===== src/rtl/wb_deserializer.sv =====
// Writeback collector: rebuilds a 2*HALF_W word from two serialized halves, holds it on the
// register-file write port until granted, and exports the in-flight destination for hazard checks.
module wb_deserializer #(
  parameter int HALF_W      = 16,
  parameter bit SUPPRESS_X0 = 1'b1
) (
  input  logic                  clk,
  input  logic                  rst_n,
  input  logic                  valid_i,
  output logic                  ready_o,
  input  logic [HALF_W-1:0]     half_i,
  input  logic                  first_half_i,
  input  logic                  upper_first_i,
  input  logic [4:0]            rd_i,
  input  logic                  rf_write_i,
  input  logic                  rf_grant_i,
  output logic                  rf_we_o,
  output logic [4:0]            rf_waddr_o,
  output logic [2*HALF_W-1:0]   rf_wdata_o,
  output logic                  pending_valid_o,
  output logic [4:0]            pending_rd_o,
  output logic                  err_o
);

  typedef enum logic [1:0] {S_EMPTY, S_HALF, S_FULL} state_t;

  state_t                state_q;
  logic [HALF_W-1:0]     first_q;
  logic                  upper_q;
  logic [4:0]            rd_q;
  logic                  need_q;
  logic                  rf_we_q;
  logic [4:0]            waddr_q;
  logic [2*HALF_W-1:0]   wdata_q;
  logic                  pend_vld_q;
  logic [4:0]            pend_rd_q;
  logic                  err_q;

  logic                  accept;
  logic                  need_d;
  logic [4:0]            pend_rd_d;
  logic [2*HALF_W-1:0]   word_d;

  // In FULL the slot frees on the same edge the write completes, so a granted cycle can accept.
  assign ready_o   = (state_q != S_FULL) || rf_grant_i;
  assign accept    = valid_i && ready_o;
  assign need_d    = rf_write_i && !(SUPPRESS_X0 && (rd_i == 5'd0));
  assign pend_rd_d = need_d ? rd_i : 5'd0;
  assign word_d    = upper_q ? {first_q, half_i} : {half_i, first_q};

  always_ff @(posedge clk or negedge rst_n) begin
    if (!rst_n) begin
      state_q    <= S_EMPTY;
      first_q    <= '0;
      upper_q    <= 1'b0;
      rd_q       <= '0;
      need_q     <= 1'b0;
      rf_we_q    <= 1'b0;
      waddr_q    <= '0;
      wdata_q    <= '0;
      pend_vld_q <= 1'b0;
      pend_rd_q  <= '0;
      err_q      <= 1'b0;
    end else begin
      err_q <= 1'b0;
      case (state_q)
        S_EMPTY: begin
          if (accept) begin
            if (first_half_i) begin
              first_q    <= half_i;
              upper_q    <= upper_first_i;
              rd_q       <= rd_i;
              need_q     <= need_d;
              pend_vld_q <= need_d;
              pend_rd_q  <= pend_rd_d;
              state_q    <= S_HALF;
            end else begin
              err_q <= 1'b1;
            end
          end
        end
        S_HALF: begin
          if (accept) begin
            if (first_half_i) begin
              // Restart: the stale half is discarded and the new instruction takes over.
              first_q    <= half_i;
              upper_q    <= upper_first_i;
              rd_q       <= rd_i;
              need_q     <= need_d;
              pend_vld_q <= need_d;
              pend_rd_q  <= pend_rd_d;
              err_q      <= 1'b1;
            end else if (need_q) begin
              rf_we_q <= 1'b1;
              waddr_q <= rd_q;
              wdata_q <= word_d;
              state_q <= S_FULL;
            end else begin
              state_q <= S_EMPTY;
            end
          end
        end
        S_FULL: begin
          if (rf_grant_i) begin
            rf_we_q <= 1'b0;
            if (valid_i && first_half_i) begin
              first_q    <= half_i;
              upper_q    <= upper_first_i;
              rd_q       <= rd_i;
              need_q     <= need_d;
              pend_vld_q <= need_d;
              pend_rd_q  <= pend_rd_d;
              state_q    <= S_HALF;
            end else begin
              pend_vld_q <= 1'b0;
              pend_rd_q  <= 5'd0;
              err_q      <= valid_i;
              state_q    <= S_EMPTY;
            end
          end
        end
        default: state_q <= S_EMPTY;
      endcase
    end
  end

  assign rf_we_o         = rf_we_q;
  assign rf_waddr_o      = waddr_q;
  assign rf_wdata_o      = wdata_q;
  assign pending_valid_o = pend_vld_q;
  assign pending_rd_o    = pend_rd_q;
  assign err_o           = err_q;

endmodule


===== config.mk =====
export PLATFORM = sky130hd
export DESIGN_NAME = wb_deserializer
export DESIGN_NICKNAME = d
export VERILOG_FILES = /design/src/rtl/wb_deserializer.sv
export SDC_FILE = /design/constraint.sdc
export NUM_CORES = 1
export LEC_CHECK = 0
export ABC_AREA = 1
export CAP_MARGIN = 10
export CORE_UTILIZATION = 40
export DETAILED_ROUTE_END_ITERATION = 8
export HOLD_SLACK_MARGIN = 0.02
export PLACE_DENSITY = 0.66
export SYNTH_ARGS = -nofsm -noshare
export SYNTH_HDL_FRONTEND = slang
export SYNTH_SLANG_ARGS = --single-unit

===== constraint.sdc =====
create_clock -name clk -period 1.61 [get_ports clk]
set_input_delay 0.161 -clock clk [delete_from_list [all_inputs] [get_ports clk]]
set_output_delay 0.161 -clock clk [all_outputs]
set_load 0.02 [all_outputs]

==> flow_summary.toml, run 1 <==
[clock_tree]
cts_tree = "built"
clockRootBuffer = "clkbuf_8"
cts-buffers-inserted = 9
cts_post_setup_buffers_inserted = 0
cts.sinks = 70
clockBufferDepth = 2
htreeDepth = 3
clock_latency_ns = 0.34
path_clk_slew_ns = 0.07

[power]
ir_drop_uv = 807
power.internal_mw = 4.99
p_clk_frac = 0.178
p_leak_nw = 2.10
pwr-share-seq = 0.370
swShare = 0.373
power_frac_comb = 0.452
p_sw_mw = 2.97
p_total_mw = 7.97
p_per_area_nw_per_um2 = 1780

[critical_path]
cpPeakStageDelay_ns = 0.63
required_ns = 1.45
worst-path-buf-inv = 1
cp-end-kind = "output pin"
worstPathCellList = "clkdlybuf4s50_1"
crit_type = "register to output pin"
r2r_slack_ns = 0.21
cp_max_fo = 2
start_kind = "register"
arrival_ns = 1.38
crit_slowest_cell = "clkdlybuf4s50_1"
critical-path-top-delay-family = "buffers and inverters"

[routing]
drc_errors = 0
first_pass_iters = 4
drtIter0Drc = 119
final_antenna_net_count = 0
viasPerCell = 4.69
vias = 2737
wl_per_cell_um = 12.4
wirelength_um = 7220

[yosys]
synth_flop_cell = "dfrtp_1"
synth_cells = 390
synth_edf_count = 0
ys_types = 21
ys_ff_latch = 70
synth_top_area_frac = 0.517
synth.cell_area_sq_um = 3390
ys_async_sr_fraction = 1.00
yosysMostFrequentCell = "nand2_1"
synth_area_leaders = "dfrtp_1 (52%), o21ai_2 (12%), nand2_1 (12%)"
synth_top_area_cell = "dfrtp_1"
ys_warn_count = 0
seq_area_frac_synth = 0.517
syn_nets = 419
syn_avg_cell_area_sq_um = 8.69
synthTopCellsByCount = "nand2_1 (104), dfrtp_1 (70), inv_1 (60)"

[placement]
gp_congestion = 0.808
dp_hpwl_um = 5180
place_ws_ns = 0.0405
io_buffer_count = 73

[die]
fp-row-count = 33
die_h_um = 94.1
start_util = 0.413
core_sq_um = 8220
boundaryPins = 74
die_w_um = 94.1
die_area_sq_um = 8850

[min_path]
hold_class = "input port to async pin"

[sta]
slew_headroom = 0.658
setup_viol = 0
hold_viol = 0
holdWs_ns = 0.335
clock_skew_ns = 0.00803
min_period_ns = 1.54
setup-tns-final_ns = 0
setup_ws_ns = 0.0718
worst_pin_slew_ns = 0.513
finalMaxSlewViolations = 0
fmax_mhz = 650
finalCritPeriodShare = 0.955
rsz0062_at_grt = "no"

[global_routing]
grt_usage = 0.182
grt_pass1_wl_um = 12200
grt_max_degree = 43
grt_overflow_total = 0
grt_pass1_vias = 2585
antenna_found_initial = 0

[run]
cap_viol_max_count = 0

[status]
status = "finished, final reports clean"

[final_layout]
nets = 503
n_antenna_cell = 0
drive_gt1_frac = 0.178
syn2layout_area_growth_pct = 32.3
==> layer usage <==
metal,track usage,share of wire,up-vias,routed length [um]
met5,0,0,-,0
met4,0.0910,0.021,0,149
met3,0.0421,0.046,13,334
met2,0.269,0.45,66,3250
met1,0.249,0.48,1275,3480
li1,-,-,1383,-
==> power groups by stage <==
stage | clock network (mW) | registers, mW | logic [mW]
floorplan | 0 | 3.55 | 1.49
global placement | 0 | 2.96 | 3.58
detailed placement | 0 | 2.98 | 3.63
CTS | 1.45 | 2.96 | 3.65
global route | 1.56 | 3.04 | 3.95
finish | 1.42 | 2.95 | 3.60
==> state kept, by name (all words and copies together), names as in the netlist <==
| signal | count |
|---|---|
| state_q | 2 |
| rf_waddr_o | 5 |
| rd_q | 5 |
| pending_valid_o | 1 |
| first_q | 16 |
| err_o | 1 |
| rf_we_o | 1 |
| upper_q | 1 |
| need_q | 1 |
| rf_wdata_o | 32 |
| pending_rd_o | 5 |
==> final timing paths <==
| check | endpoint | cells past startpoint | start |
|---|---|---|---|
| hold / removal | rf_wdata_o[15] | 2 | rst_n |
| setup reg to reg | first_q[4] | 6 | state_q[0] |
| hold reg to reg | rd_q[0] | 2 | rd_q[0] |
| max in group asynchronous | first_q[0] | 3 | rst_n |
| setup / recovery | rf_wdata_o[0] | 1 | rf_wdata_o[0] |
| min in group clk | upper_q | 3 | upper_first_i |
==> through the flow <==
stage	utilization	instances	area (sq um)
after floorplan	-	390	3390
after global placement	0.521	567	4280
after detailed placement	0.521	567	4280
after CTS	0.545	583	4480
after global routing	0.546	583	4480
final	0.546	583	4480
==> final cells by class <==
class                      count  area, sq um
fill                         780         3730
sequential                    70         1750
multi-input combinational    238         1240
timing repair buffer          93          930
inverter                      62          235
clock buffer                  14          163
tap                          105          131
clock inverter                 1         30.0
==> cell usage in the layout (no fill, tap or decap), drive strengths merged <==
master	count
nand2	105
o21ai	79
clkdlybuf4s50	71
dfrtp	70
inv	62
nor2	21
buf	20
a21oi	17
clkbuf	14
nand3	12
nand3b	1
nor3	1
nand4	1
ha	1
bufinv	1
dlygate4sd3	1
dlygate4sd2	1
==> repair_timing <==
item	in CTS	in global routing
hold buffers	1	0
gates resized for setup	1	2
setup endpoints to repair	1	1
endpoints found under the hold margin	37	0
==> cell families (layout without fill, tap and decap cells) <==
group,after synthesis,count (layout),share of synthesized area
simple gates,141,141,0.165
compound gates,96,96,0.195
buf+inv,82,170,0.120
flops,70,70,0.517
fa+ha+maj,1,1,0.00369
Power figures use the tool's default switching activity.
==> run 2: changes to the inputs <==
Settings changed: CORE_ASPECT_RATIO set to 2, CORE_UTILIZATION 40 to 45, PLACE_DENSITY 0.66 to 0.72.
==> run 2 against run 1 <==
Compared with the run above: final area decreased by 0.22%; sequential power about the same; sequential share of layout area increased by 0.060 points; die area decreased by 11%; register-to-register slack about the same; largest power group unchanged; clock skew decreased by 0.0020 ns; fmax increased by 1.3%; first-iteration DRC count increased by 11%; via count decreased by 1.5%.
==> flow_summary.toml, run 2 (synthesized netlist as in run 1, its figures left out) <==
[clock_tree]
cts_post_setup_buffers_inserted = 0
htreeDepth = 3
clock_latency_ns = 0.33
cts.sinks = 70
cts_tree = "built"
cts-buffers-inserted = 9
clockBufferDepth = 2
path_clk_slew_ns = 0.05
clockRootBuffer = "clkbuf_16"

[routing]
viasPerCell = 4.78
drc_errors = 0
vias = 2695
drtIter0Drc = 132
final_antenna_net_count = 0
wirelength_um = 6900
wl_per_cell_um = 12.2
first_pass_iters = 4

[global_routing]
grt_max_degree = 65
grt_pass1_vias = 2689
grt_pass1_wl_um = 11900
grt_overflow_total = 0
antenna_found_initial = 0
grt_usage = 0.195

[sta]
setup-tns-final_ns = 0
fmax_mhz = 659
setup_viol = 0
clock_skew_ns = 0.00603
slew_headroom = 0.650
worst_pin_slew_ns = 0.525
min_period_ns = 1.52
hold_viol = 0
rsz0062_at_grt = "no"
finalMaxSlewViolations = 0
finalCritPeriodShare = 0.943

[status]
status = "finished, final reports clean"

[power]
p_leak_nw = 2.09
p_per_area_nw_per_um2 = 1850
ir_drop_uv = 1110

[critical_path]
crit_slowest_cell = "dfrtp_1"
cpPeakStageDelay_ns = 0.44
worstReg2RegStart = "state_q[0]"
required_ns = 1.45
worstPathCellList = "nor2_2 -> nand2_1 -> dlygate4sd2_1"
cp_max_fo = 6
r2r_slack_ns = 0.21
critical-path-top-delay-family = "flip-flops"
arrival_ns = 1.36
reg2reg_depth = 5
start_kind = "register"
cp-end-kind = "output pin"
regToRegEndpoint = "pending_rd_o[1]"
crit_type = "register to output pin"
worst-path-buf-inv = 1

[die]
die_area_sq_um = 7900
boundaryPins = 74
core_sq_um = 7270
die_h_um = 125
die_w_um = 63.4
fp-row-count = 44
start_util = 0.466

[final_layout]
drive_gt1_frac = 0.161
layout_common_cells = "nand2_1 (104), clkdlybuf4s50_1 (71), dfrtp_1 (69), inv_1 (60), o21ai_2 (45)"
final_common_cell = "nand2_1"
nets = 496
syn2layout_area_growth_pct = 32.0
final_util = 0.616
largest_register_ffs = 32
final_cells = 564
n_antenna_cell = 0

[placement]
dp_hpwl_um = 4900
io_buffer_count = 73
gp_congestion = 0.829
place_inst = 547

[run]
cap_viol_max_count = 0

[min_path]
hold_class = "input port to async pin"
-- run 2: timing repair --
action                     4_1_cts  5_1_grt
hold buffers                     1        0
setup endpoints to repair        1        1
resized for setup                1        2
hold endpoints to repair        36        0
-- run 2: power by group --
| group | switching (mW) | total (mW) | internal [mW] | leakage [nW] |
|---|---|---|---|---|
| clock | 0.652 | 1.73 | 1.08 | 0.128 |
| sequential | 0.443 | 2.93 | 2.49 | 0.857 |
| combinational | 1.90 | 3.59 | 1.69 | 1.11 |
| total | 3.00 | 8.26 | 5.26 | 2.09 |
-- run 2: area by class of cell --
type / count / area, sq um
clock inverter: 1 / 5.00
sequential: 70 / 1750
fill: 658 / 2790
clock buffer: 15 / 258
multi-input combinational: 238 / 1240
inverter: 62 / 238
timing repair buffer: 86 / 865
tap: 92 / 115
-- run 2: worst max path at each step --
stage            startpoint               to  slack (ns)  cells after the start
3_5_place_dp   first_half_i  pending_rd_o[1]       0.009                      5
5_1_grt          state_q[0]          ready_o       0.006                      3
2_1_floorplan    state_q[1]    rf_wdata_o[5]        0.36                      7
6_report         state_q[0]          ready_o        0.09                      3
4_1_cts          state_q[0]          ready_o        0.05                      3
3_3_place_gp        valid_i    rf_wdata_o[9]        0.07                      6
-- run 2: layer usage --
layer,track usage,routed length [um],vias to the layer above
met5,0,0,-
met4,0.103,173,0
met3,0.0531,315,14
met2,0.326,3570,58
met1,0.222,2830,1253
li1,-,-,1370
-- run 2: through the flow --
stage,hold WS [ns],cell area [sq um],power [mW],setup WS (ns)
after floorplan,-0.135,3390,5.04,0.355
after global placement,0.166,4200,6.50,0.0653
after detailed placement,0.179,4200,6.58,0.00889
after CTS,0.356,4470,8.38,0.0494
after global routing,0.411,4470,8.82,0.00602
final,0.358,4470,8.26,0.0917
==> run 3: changes to the inputs <==
--- a/config.mk
+++ b/config.mk
@@ -11,2 +11,3 @@
 export CORE_UTILIZATION = 45
+export CTS_CLUSTER_DIAMETER = 40
 export DETAILED_ROUTE_END_ITERATION = 8
==> constraint.sdc (replaced) <==
create_clock -name clk -period 1.61 [get_ports clk]
set_input_delay 0.322 -clock clk [delete_from_list [all_inputs] [get_ports clk]]
set_output_delay 0.322 -clock clk [all_outputs]
set_load 0.02 [all_outputs]
==> run 3 against run 2 <==
Compared with the run above: critical path depth is 1 higher; fmax fell by 0.74%; register-to-register slack worse by 0.08 ns; critical path type unchanged.
==> flow_summary.toml, run 3 (synthesized netlist as in run 1, its figures left out) <==
[status]
status = "finished, final reports clean"

[placement]
gp_congestion = 0.806
place_ws_ns = -0.216
io_buffer_count = 73
dp_hpwl_um = 4930
dpl_cell_area_sq_um = 4250
place_inst = 552

[routing]
wl_per_cell_um = 12.1
drtIter0Drc = 152
first_pass_iters = 6
drc_errors = 0
wirelength_um = 6870
vias = 2713
viasPerCell = 4.78
final_antenna_net_count = 0

[clock_tree]
htreeDepth = 3
path_clk_slew_ns = 0.05
clockRootBuffer = "clkbuf_16"
clockBufferDepth = 2
clock_latency_ns = 0.33
cts.sinks = 70
cts_post_setup_buffers_inserted = 0
cts_tree = "built"
cts-buffers-inserted = 9

[sta]
finalCritPeriodShare = 0.950
worst_pin_slew_ns = 0.478
fmax_mhz = 654
setup_viol = 0
setup_ws_ns = 0.0804
holdWs_ns = 0.470
min_period_ns = 1.53
setup-tns-final_ns = 0
slew_headroom = 0.682
rsz0062_at_grt = "no"
clock_skew_ns = 0.00615
hold_viol = 0
finalMaxSlewViolations = 0

[die]
core_sq_um = 7270
die_w_um = 63.4
fp-row-count = 44
die_h_um = 125
start_util = 0.466
die_area_sq_um = 7900
boundaryPins = 74

[global_routing]
grt_pass1_vias = 2646
grt_usage = 0.195
grt_overflow_total = 0
grt_pass1_wl_um = 11900
antenna_found_initial = 0
grt_max_degree = 49

[run]
cap_viol_max_count = 0

[critical_path]
crit_type = "register to output pin"
cpPeakStageDelay_ns = 0.39
cp_max_fo = 5
start_kind = "register"
cp-end-kind = "output pin"
worstPathCellList = "inv_2 -> nor2_4 -> nand2_1 -> clkdlybuf4s15_2"
required_ns = 1.29
crit_slowest_cell = "dfrtp_1"
arrival_ns = 1.21

[final_layout]
nets = 501
final_common_cell = "nand2_1"
layout_common_cells = "nand2_1 (104), dfrtp_1 (69), inv_1 (60), o21ai_2 (45), dlygate4sd2_1 (35)"
syn2layout_area_growth_pct = 33.4
drive_gt1_frac = 0.177
final_cell_area_sq_um = 4520
largest_register_ffs = 32
final_cells = 567
n_antenna_cell = 0
final_util = 0.622

[power]
p_leak_nw = 2.32
p_per_area_nw_per_um2 = 1780
p_total_mw = 8.05
ir_drop_uv = 943

[min_path]
hold_class = "register to register"
[run 3: report_power, final]
part	internal [mW]	switching, mW	total [mW]	leakage (nW)
registers	2.49	0.446	2.93	0.857
clock network	1.15	0.676	1.82	0.138
logic	1.41	1.88	3.29	1.32
[run 3: routing by layer]
metal | global-route usage | share of wire | wire (um)
met1 | 0.230 | 0.43 | 2950
met2 | 0.317 | 0.50 | 3430
met4 | 0.0976 | 0.025 | 175
met3 | 0.0549 | 0.047 | 322
met5 | 0 | 0 | 0
[run 3: final timing paths]
check / end / from / slack (ns) / cells past startpoint
setup / recovery: ready_o / state_q[1] / 0.08 / 4
hold / removal: rd_q[0] / rd_q[0] / 0.47 / 2
setup reg to reg: pending_rd_o[0] / state_q[0] / 0.13 / 6
hold reg to reg: rd_q[0] / rd_q[0] / 0.47 / 2
max in group asynchronous: rf_wdata_o[16] / rst_n / 0.60 / 3
min in group asynchronous: rf_we_o / rst_n / 0.49 / 2
[run 3: what timing repair did]
action | in CTS | in global routing
endpoints found under the hold margin | 32 | 0
resized for setup | 39 | 11
hold buffers | 1 | 0
setup endpoints to repair | 36 | 11
[run 3: area by class of cell]
type                    count  area [sq um]
clock buffers              13           270
repair buffers             91           898
clock inverters             1          5.00
well taps                  92           115
flip-flops and latches     70          1750
fillers                   692          2740
multi-input cells         238          1250
inverters                  62           235
[run 3: worst max-delay path, delay by kind of cell (launching register included)]
family	cells	cell delay [ns]
DFF	1	0.39
buffers and inverters	2	0.37
and+or+nand+nor	2	0.12
